--- src/rtl/display_fetch_arbiter_if.sv ---
// Bundles the display_fetch_arbiter signals: timing inputs, draw port,
// framebuffer port, line-buffer write port and status.
// slave = arbiter side, master = surrounding system / testbench side.
interface display_fetch_arbiter_if #(
    parameter int CORDW = 16,
    parameter int ADDRW = 19,
    parameter int DATAW = 8,
    parameter int LBAW  = 10
);
    // display timing
    logic                    frame;
    logic                    line;
    logic signed [CORDW-1:0] sy;
    // draw engine port
    logic                    draw_req;
    logic                    draw_we;
    logic [ADDRW-1:0]        draw_addr;
    logic [DATAW-1:0]        draw_wdata;
    logic                    draw_gnt;
    logic                    draw_rvalid;
    logic [DATAW-1:0]        draw_rdata;
    // framebuffer port
    logic [ADDRW-1:0]        mem_addr;
    logic                    mem_we;
    logic [DATAW-1:0]        mem_wdata;
    logic [DATAW-1:0]        mem_rdata;
    // line buffer port and status
    logic                    lb_we;
    logic [LBAW:0]           lb_addr;
    logic [DATAW-1:0]        lb_wdata;
    logic                    lb_sel;
    logic                    fetch_busy;
    logic                    underrun;

    modport slave (
        input  frame, line, sy,
        input  draw_req, draw_we, draw_addr, draw_wdata,
        output draw_gnt, draw_rvalid, draw_rdata,
        output mem_addr, mem_we, mem_wdata,
        input  mem_rdata,
        output lb_we, lb_addr, lb_wdata, lb_sel, fetch_busy, underrun
    );

    modport master (
        output frame, line, sy,
        output draw_req, draw_we, draw_addr, draw_wdata,
        input  draw_gnt, draw_rvalid, draw_rdata,
        input  mem_addr, mem_we, mem_wdata,
        output mem_rdata,
        input  lb_we, lb_addr, lb_wdata, lb_sel, fetch_busy, underrun
    );
endinterface

--- src/rtl/display_fetch_arbiter.sv ---
// Purpose: per-line framebuffer fetch into a ping-pong line buffer, sharing the RAM with a draw engine.
// Latency: trigger to first fetch address 1 cycle, to last lb_we LINE_W+1 cycles; draw read data 1 cycle after grant.
// Backpressure: fetch always wins; draw_req is held until draw_gnt, granted only in IDLE with no trigger.
//
// Ports: clk_pix/rst plain; bus (slave) carries frame/line/sy timing, the draw
// req/gnt/rdata port, the framebuffer address/data port and the line-buffer
// write port, plus lb_sel, fetch_busy and the sticky underrun flag.
module display_fetch_arbiter #(
    parameter int CORDW  = 16,
    parameter int V_RES  = 480,
    parameter int LINE_W = 640,
    parameter int ADDRW  = 19,
    parameter int DATAW  = 8,
    parameter int LBAW   = 10
) (
    input  logic                    clk_pix,
    input  logic                    rst,
    display_fetch_arbiter_if.slave  bus
);

    localparam logic [1:0] S_IDLE  = 2'd0;
    localparam logic [1:0] S_FETCH = 2'd1;
    localparam logic [1:0] S_DRAIN = 2'd2;

    localparam logic signed [CORDW-1:0] SY_ZERO      = '0;
    localparam logic signed [CORDW-1:0] SY_LAST_TRIG = CORDW'(V_RES - 2);
    localparam logic [LBAW-1:0]         IDX_LAST     = LBAW'(LINE_W - 1);
    localparam logic [ADDRW-1:0]        ROW_STEP     = ADDRW'(LINE_W);

    logic [1:0]       state_q,     state_d;
    logic [LBAW-1:0]  idx_q,       idx_d;
    logic [LBAW-1:0]  idx_prev_q,  idx_prev_d;
    logic [ADDRW-1:0] row_base_q,  row_base_d;
    logic [ADDRW-1:0] next_base_q, next_base_d;
    logic             lb_sel_q,    lb_sel_d;
    logic             lb_we_q,     lb_we_d;
    logic             rvalid_q,    rvalid_d;
    logic             underrun_q,  underrun_d;

    logic signed [CORDW-1:0] sy_s;
    logic line_trig;
    logic trig;
    logic idle;
    logic fetching;
    logic gnt;

    assign sy_s      = bus.sy;
    // The last active line has no successor row to prefetch.
    assign line_trig = bus.line && (sy_s >= SY_ZERO) && (sy_s <= SY_LAST_TRIG);
    assign trig      = bus.frame | line_trig;
    assign idle      = (state_q == S_IDLE);
    assign fetching  = (state_q == S_FETCH);
    // Gated by rst so every output reads 0 the moment reset is applied.
    assign gnt       = bus.draw_req & idle & ~trig & ~rst;

    always_comb begin
        state_d     = state_q;
        idx_d       = idx_q;
        idx_prev_d  = idx_q;
        row_base_d  = row_base_q;
        next_base_d = next_base_q;
        lb_sel_d    = lb_sel_q;
        underrun_d  = underrun_q;
        // Each fetch read returns data next cycle, which goes straight to the line buffer.
        lb_we_d     = fetching;
        rvalid_d    = gnt & ~bus.draw_we;

        case (state_q)
            S_IDLE: begin
                if (trig) begin
                    state_d  = S_FETCH;
                    idx_d    = '0;
                    lb_sel_d = ~lb_sel_q;
                    if (bus.frame) begin
                        // Frame restarts the row walk: row 0 at base 0, row 1 follows at LINE_W.
                        row_base_d  = '0;
                        next_base_d = ROW_STEP;
                    end else begin
                        row_base_d  = next_base_q;
                        next_base_d = next_base_q + ROW_STEP;
                    end
                end
            end
            S_FETCH: begin
                idx_d = idx_q + LBAW'(1);
                if (idx_q == IDX_LAST) begin
                    state_d = S_DRAIN;
                end
                if (trig) begin
                    underrun_d = 1'b1;
                end
            end
            S_DRAIN: begin
                state_d = S_IDLE;
                if (trig) begin
                    underrun_d = 1'b1;
                end
            end
            default: begin
                state_d = S_IDLE;
            end
        endcase
    end

    always_ff @(posedge clk_pix or posedge rst) begin
        if (rst) begin
            state_q     <= S_IDLE;
            idx_q       <= '0;
            idx_prev_q  <= '0;
            row_base_q  <= '0;
            next_base_q <= '0;
            lb_sel_q    <= 1'b0;
            lb_we_q     <= 1'b0;
            rvalid_q    <= 1'b0;
            underrun_q  <= 1'b0;
        end else begin
            state_q     <= state_d;
            idx_q       <= idx_d;
            idx_prev_q  <= idx_prev_d;
            row_base_q  <= row_base_d;
            next_base_q <= next_base_d;
            lb_sel_q    <= lb_sel_d;
            lb_we_q     <= lb_we_d;
            rvalid_q    <= rvalid_d;
            underrun_q  <= underrun_d;
        end
    end

    always_comb begin
        bus.mem_addr  = '0;
        bus.mem_we    = 1'b0;
        bus.mem_wdata = '0;
        if (fetching) begin
            bus.mem_addr = row_base_q + ADDRW'(idx_q);
        end else if (gnt) begin
            bus.mem_addr  = bus.draw_addr;
            bus.mem_we    = bus.draw_we;
            bus.mem_wdata = bus.draw_we ? bus.draw_wdata : DATAW'(0);
        end
    end

    // Fill half is the opposite of the half scanout is reading.
    assign bus.lb_we       = lb_we_q;
    assign bus.lb_addr     = lb_we_q ? {~lb_sel_q, idx_prev_q} : '0;
    assign bus.lb_wdata    = lb_we_q ? bus.mem_rdata : DATAW'(0);
    assign bus.lb_sel      = lb_sel_q;
    assign bus.fetch_busy  = ~idle;
    assign bus.underrun    = underrun_q;
    assign bus.draw_gnt    = gnt;
    assign bus.draw_rvalid = rvalid_q;
    assign bus.draw_rdata  = rvalid_q ? bus.mem_rdata : DATAW'(0);

endmodule
--- src/flat_wrapper.sv ---
// flat-port wrapper written by rule: the top's interface ports become plain ports
module display_fetch_arbiter_flat 
#(
    parameter int CORDW  = 16,
    parameter int V_RES  = 480,
    parameter int LINE_W = 640,
    parameter int ADDRW  = 19,
    parameter int DATAW  = 8,
    parameter int LBAW   = 10
)
  (clk_pix, rst, bus_frame, bus_line, bus_sy, bus_draw_req, bus_draw_we, bus_draw_addr, bus_draw_wdata, bus_draw_gnt, bus_draw_rvalid, bus_draw_rdata, bus_mem_addr, bus_mem_we, bus_mem_wdata, bus_mem_rdata, bus_lb_we, bus_lb_addr, bus_lb_wdata, bus_lb_sel, bus_fetch_busy, bus_underrun);
  display_fetch_arbiter_if #(.CORDW(CORDW), .ADDRW(ADDRW), .DATAW(DATAW), .LBAW(LBAW)) bus_i ();
  input  logic clk_pix;
  input  logic rst;
  input wire logic [$bits(bus_i.frame)-1:0] bus_frame;
  input wire logic [$bits(bus_i.line)-1:0] bus_line;
  input wire logic [$bits(bus_i.sy)-1:0] bus_sy;
  input wire logic [$bits(bus_i.draw_req)-1:0] bus_draw_req;
  input wire logic [$bits(bus_i.draw_we)-1:0] bus_draw_we;
  input wire logic [$bits(bus_i.draw_addr)-1:0] bus_draw_addr;
  input wire logic [$bits(bus_i.draw_wdata)-1:0] bus_draw_wdata;
  output wire logic [$bits(bus_i.draw_gnt)-1:0] bus_draw_gnt;
  output wire logic [$bits(bus_i.draw_rvalid)-1:0] bus_draw_rvalid;
  output wire logic [$bits(bus_i.draw_rdata)-1:0] bus_draw_rdata;
  output wire logic [$bits(bus_i.mem_addr)-1:0] bus_mem_addr;
  output wire logic [$bits(bus_i.mem_we)-1:0] bus_mem_we;
  output wire logic [$bits(bus_i.mem_wdata)-1:0] bus_mem_wdata;
  input wire logic [$bits(bus_i.mem_rdata)-1:0] bus_mem_rdata;
  output wire logic [$bits(bus_i.lb_we)-1:0] bus_lb_we;
  output wire logic [$bits(bus_i.lb_addr)-1:0] bus_lb_addr;
  output wire logic [$bits(bus_i.lb_wdata)-1:0] bus_lb_wdata;
  output wire logic [$bits(bus_i.lb_sel)-1:0] bus_lb_sel;
  output wire logic [$bits(bus_i.fetch_busy)-1:0] bus_fetch_busy;
  output wire logic [$bits(bus_i.underrun)-1:0] bus_underrun;
  assign bus_i.frame = bus_frame;
  assign bus_i.line = bus_line;
  assign bus_i.sy = bus_sy;
  assign bus_i.draw_req = bus_draw_req;
  assign bus_i.draw_we = bus_draw_we;
  assign bus_i.draw_addr = bus_draw_addr;
  assign bus_i.draw_wdata = bus_draw_wdata;
  assign bus_draw_gnt = bus_i.draw_gnt;
  assign bus_draw_rvalid = bus_i.draw_rvalid;
  assign bus_draw_rdata = bus_i.draw_rdata;
  assign bus_mem_addr = bus_i.mem_addr;
  assign bus_mem_we = bus_i.mem_we;
  assign bus_mem_wdata = bus_i.mem_wdata;
  assign bus_i.mem_rdata = bus_mem_rdata;
  assign bus_lb_we = bus_i.lb_we;
  assign bus_lb_addr = bus_i.lb_addr;
  assign bus_lb_wdata = bus_i.lb_wdata;
  assign bus_lb_sel = bus_i.lb_sel;
  assign bus_fetch_busy = bus_i.fetch_busy;
  assign bus_underrun = bus_i.underrun;
  display_fetch_arbiter #(.CORDW(CORDW), .V_RES(V_RES), .LINE_W(LINE_W), .ADDRW(ADDRW), .DATAW(DATAW), .LBAW(LBAW)) u_core (.clk_pix(clk_pix), .rst(rst), .bus(bus_i));
endmodule
--- config.mk ---
export PLATFORM = sky130hd
export DESIGN_NAME = display_fetch_arbiter_flat
export DESIGN_NICKNAME = d
export VERILOG_FILES = /design/src/rtl/display_fetch_arbiter_if.sv /design/src/rtl/display_fetch_arbiter.sv /design/src/flat_wrapper.sv
export SDC_FILE = /design/constraint.sdc
export NUM_CORES = 1
export LEC_CHECK = 0
export BUFFER_PORTS_ARGS = -buffer_cell sky130_fd_sc_hd__clkbuf_2
export CAP_MARGIN = 0
export CORE_ASPECT_RATIO = 1.1
export CORE_MARGIN = 5
export CORE_UTILIZATION = 43
export DETAILED_ROUTE_END_ITERATION = 12
export GPL_TIMING_DRIVEN = 0
export HOLD_SLACK_MARGIN = 0.12
export PLACE_DENSITY = 0.7
export REMOVE_ABC_BUFFERS = 1
export SYNTH_ARGS = -nofsm -noshare
export SYNTH_HDL_FRONTEND = slang
export SYNTH_SLANG_ARGS = --single-unit
--- constraint.sdc ---
create_clock -name clk_pix -period 3.95 [get_ports clk_pix]
set_input_delay 0.9875 -clock clk_pix [delete_from_list [all_inputs] [get_ports clk_pix]]
set_output_delay 0.9875 -clock clk_pix [all_outputs]
set_load 0.05 [all_outputs]
Word-level counts from Yosys, hierarchy flattened
Index checks and enable logic that the tools add are counted.
{"block": "totals", "out_inout_bits": 61, "in_bits": 57, "reg_bits": 64, "wordCells": 55}
{"block": "op_classes", "eq_ne": 5, "n_bitwise": 10, "n_lt_le_gt_ge": 2, "muxes": 17, "reduce_logical": 9, "add_sub_neg": 3}
{"cell": "19-bit 2-to-1 mux", "n": 4}
{"cell": "8-bit 2-to-1 mux", "n": 5}
{"cell": "10-bit one-hot mux with 2 select lines", "n": 1}
{"cell": "19-bit by 10-bit adder with 19-bit output", "n": 1}
{"cell": "19-bit by 10-bit adder with 19-bit output (second input constant)", "n": 1}
{"cell": "16-bit by 1-bit greater-or-equal comparator with 1-bit output (second input constant)", "n": 1}
{"cell": "16-bit by 10-bit <= comparator with 1-bit output (second input constant)", "n": 1}
{"cell": "11-bit 2-to-1 mux", "n": 1}
{"cell": "10-bit by 1-bit adder with 10-bit output (second input constant)", "n": 1}
{"cell": "10-bit equality test (second input constant)", "n": 1}
{"cell": "10-bit 2-to-1 mux", "n": 1}
{"cell": "2-bit AND reduction", "n": 4}
{"cell": "1-bit inverter", "n": 5}
{"cell": "1-bit AND", "n": 4}
{"cell": "2-bit 2-to-1 mux", "n": 2}
{"cell": "2-bit one-hot mux with 2 select lines", "n": 1}
{"cell": "2-bit by 1-bit equality test with 1-bit output (second input constant)", "n": 1}
{"cell": "2-bit equality test (second input constant)", "n": 1}
{"cell": "1-bit logical AND", "n": 2}
{"cell": "2-bit zero test", "n": 1}
{"cell": "1-bit 2-to-1 mux", "n": 2}
{"cell": "2-bit by 1-bit != test with 1-bit output (second input constant)", "n": 1}
{"cell": "2-bit != test (second input constant)", "n": 1}
{"cell": "2-bit nonzero test", "n": 1}
{"cell": "other kinds (2)", "n": 2}

Depth between registers and ports, before layout
{"block": "logic_depth", "ltp_word": 9, "depth_mapped": 9, "ltp_nobuf": 8}

Worst setup path after synthesis
OpenSTA, ideal clock, no wires.
{"block": "synth_path", "path_kind": "input to output", "startpoint": "input rst", "endpoint": "output bus_mem_addr[1]", "slack_ns": -0.656, "arrival_ns": 3.618, "path_buffers": 1, "t_required_ns": 2.963, "cell_stages": 4, "path_cell_list": "inv_1 nand4_1 buf_2 o21ai_0"}
{"block": "synth_via", "elab_chain_len": 4}
{"item": "start: declaration", "line": "flat_wrapper.sv:14", "rtl": "input logic rst;"}
{"item": "1-bit inverter", "line": "display_fetch_arbiter.sv:54", "rtl": "assign gnt = bus.draw_req & idle & ~trig & ~rst;"}
{"item": "1-bit AND", "line": "display_fetch_arbiter.sv:54"}
{"item": "19-bit 2-to-1 mux", "line": "display_fetch_arbiter.sv:135", "rtl": "end else if (gnt) begin"}
{"item": "19-bit 2-to-1 mux", "line": "display_fetch_arbiter.sv:133", "rtl": "if (fetching) begin"}
{"item": "end: declaration", "line": "flat_wrapper.sv:25", "rtl": "output wire logic [$bits(bus_i.mem_addr)-1:0] bus_mem_addr;"}
Every way passes these cells.

Final worst setup path
{"block": "layout_path", "startpoint": "register u_core.row_base_q[6]", "endpoint": "output bus_mem_addr[14]"}
{"block": "layout_via", "elab_chain_len": 2}
{"item": "start: declaration", "line": "display_fetch_arbiter.sv:33", "rtl": "logic [ADDRW-1:0] row_base_q, row_base_d;"}
{"item": "start signal: assignment", "line": "display_fetch_arbiter.sv:120", "rtl": "row_base_q <= row_base_d;"}
{"item": "19-bit by 10-bit adder with 19-bit output", "line": "display_fetch_arbiter.sv:134", "rtl": "bus.mem_addr = row_base_q + ADDRW'(idx_q);"}
{"item": "19-bit 2-to-1 mux", "line": "display_fetch_arbiter.sv:133"}
Every way passes these cells.

==> results.yml <==
placed_design:
  port_buffers: 117
  placed_area_sq_um: 4060
  placedCellCount: 591
  dp_hpwl_um: 6540
  gp_congestion: 0.829
critical_path:
  critPathCaptureType: "primary output"
  worst_ep_required_time_ns: 2.96
  critical_path_class: "register to primary output"
  start_kind: "register"
  reg2regPathDepth: 7
  crit_path_max_fanout: 8
  worstPathArrival_ns: 2.83
synth:
  synthMuxAreaShare: 0.00957
  ys_seq_area_frac: 0.375
  synth-compound-area-share: 0.191
  synth_seq_cells: 51
  synth_fa_ha_area_frac: 0.0611
  async_reset_ff_frac: 1.00
  syn_inst: 382
  synth_edf_count: 0
  postSynthAreaPerCell_sq_um: 8.90
  synth_xor_area_frac: 0.0747
  synth-main-ff-cell: "dfrtp_1"
  netlist_area_sq_um: 3400
  synth.distinct_cells: 54
  synth_top_family_by_area: "simple AND/OR/NAND/NOR gates"
  yosys_warnings: 0
  synth-simple-area-share: 0.252
die:
  pin_count: 118
  core_area_sq_um: 7830
  rows: 34
  start_util: 0.434
  die_w_um: 94.8
  dieArea_sq_um: 9790
  die_h_um: 103
global_route:
  antenna_found_initial: 0
  grt_pass1_vias: 2957
  grt_max_degree: 40
  grt_overflow_total: 0
  track_usage: 0.173
  grt_pass1_wl_um: 13600
route:
  detail-route-antenna-nets: 0
  drtIter0Drc: 146
  wirelength_um: 8640
  drc: 0
  routed_via_density: 5.19
  vias: 3128
  firstDrtPassIters: 4
  wire_per_inst_um: 14.3
cells_and_area:
  layout-drive-gt1-share: 0.307
  postLayoutCoreUtil: 0.544
  mostFrequentLayoutCell: "clkbuf_2"
  nets: 568
  design_area_sq_um: 4260
  antennaDiodeCount: 0
  syn2layout_area_growth_pct: 25.2
  final_cells: 603
  final_cell_mix: "112 x clkbuf_2, 49 x dfrtp_1, 46 x nand2_1"
clocking:
  cts-root-buf: "clkbuf_8"
  cts_htree_levels: 2
  cts_made_buffers: 5
  cts_num_sinks: 51
  cts_tree: "done"
  clk_pin_slew_ns: 0.09
  clock_latency_ns: 0.30
  hold_buffers: 0
  cts.path.max_buffers: 2
timing:
  tightest_slew_ns: 1.04
  setup_violations: 0
  slew_headroom: 0.306
  rsz0062_at_grt: "yes"
  fin_skew_ns: 0.00618
  fmaxAchievable_mhz: 262
  hold_ws_ns: 0.478
  finalCritPeriodShare: 0.967
  hold_viol_final: 0
  fin_crit_ns: 3.82
  report.final.slew_viol_count: 0
pwr:
  power_mw: 2.18
  p_leak_nw: 2.03
  peakVddDrop_uv: 176
  p_per_area_nw_per_um2: 512
status:
  status: "finished clean"
worst_hold_path:
  hold_class: "register to register"
  min_path_cells: 0
job:
  max-cap-violations: 0
==> state kept, by name (all words and copies together) (netlist names) <==
register	count
u_core.bus.draw_rvalid	1
u_core.idx_prev_q	10
u_core.state_q	2
u_core.bus.lb_sel	1
u_core.bus.lb_we	1
u_core.idx_prev_d	10
u_core.next_base_q	12
u_core.bus.underrun	1
u_core.row_base_q	13
==> cells in the mapped netlist, drive strengths merged (2+ instances only) <==
cell type | instances | share of area
a22o | 3 | 0.0077
o21ai | 34 | 0.051
nor3b | 3 | 0.0066
xor2 | 6 | 0.015
nor3 | 7 | 0.012
a21oi | 18 | 0.028
dfrtp | 51 | 0.38
nor2b | 5 | 0.0092
xnor2 | 23 | 0.059
and3 | 13 | 0.024
o211ai | 3 | 0.012
a21o | 4 | 0.0088
and2 | 31 | 0.057
o22ai | 6 | 0.011
nand2b | 10 | 0.018
a21boi | 2 | 0.0044
a31oi | 4 | 0.0092
nand4 | 7 | 0.013
nor2 | 24 | 0.027
ha | 15 | 0.055
or3 | 3 | 0.0055
buf | 9 | 0.015
nand2 | 46 | 0.051
nand3 | 11 | 0.016
a2111oi | 2 | 0.016
a211oi | 3 | 0.0066
o31ai | 2 | 0.0044
clkbuf | 8 | 0.0088
nor4 | 3 | 0.0055
mux2 | 2 | 0.0066
inv | 11 | 0.012
==> what timing repair did <==
item,4_1_cts,5_1_grt
resized for setup,7,14
gates cloned,0,1
pin swaps,2,2
setup endpoints to repair,28,19
buffers inserted,3,1
==> final timing paths <==
| path | start | end | slack [ns] |
|---|---|---|---|
| max | u_core.row_base_q[6] | bus_mem_addr[14] | 0.13 |
| min | u_core.idx_prev_d[0] | u_core.idx_prev_q[0] | 0.48 |
| max reg2reg | u_core.state_q[0] | u_core.idx_prev_d[6] | 1.56 |
| min reg2reg | u_core.idx_prev_d[0] | u_core.idx_prev_q[0] | 0.48 |
| max in group asynchronous | rst | u_core.idx_prev_d[0] | 2.81 |
| min in group asynchronous | rst | u_core.row_base_q[17] | 0.63 |
==> stage by stage <==
stage | TNS, ns | worst slack (ns)
global placement | -12.31 | -1.31
detailed placement | -1.75 | -0.112
global route | 0 | 0.00108
floorplan | -7.18 | -0.928
finish | 0 | 0.132
CTS | 0 | 0.0186
==> where the power goes <==
| group | total (mW) | internal, mW | switching [mW] |
|---|---|---|---|
| Clock | 0.360 | 0.185 | 0.174 |
| Sequential | 0.753 | 0.621 | 0.132 |
| Combinational | 1.07 | 0.296 | 0.771 |
==> routing by layer <==
| metal | share of wire | global-route usage | vias to the layer above |
|---|---|---|---|
| met2 | 0.48 | 0.314 | 119 |
| met5 | 0 | 0 | - |
| met3 | 0.080 | 0.0289 | 10 |
| li1 | - | - | 1564 |
| met1 | 0.43 | 0.211 | 1435 |
| met4 | 0.014 | 0.0533 | 0 |
==> kinds of logic (layout without fill, tap and decap cells) <==
family | Yosys count | after routing
fa+ha+maj | 16 | 16
mux | 3 | 3
compound gates | 90 | 90
buf+inv | 28 | 141
flops | 51 | 51
simple gates | 165 | 165
xor+xnor | 29 | 29
==> critical path, stage by stage, from the launching register on <==
cell      delay [ns]
dfrtp_2         0.47
ha_2            0.22
fa_2            0.35
a21o_1          0.20
a22o_1          0.23
a311oi_4        0.46
nor2_1          0.10
xnor2_1         0.14
o21ai_1         0.14
buf_4           0.22
==> cell type report <==
class / count / area [sq um]
repair buffers: 122 / 662
clock inverters: 2 / 37.5
flip-flops and latches: 51 / 1280
clock buffers: 5 / 68.8
fillers: 754 / 3570
inverters: 11 / 45.0
repair inverters: 1 / 5.00
well taps: 108 / 135
multi-input cells: 303 / 2020
Power figures use the tool's default switching activity.
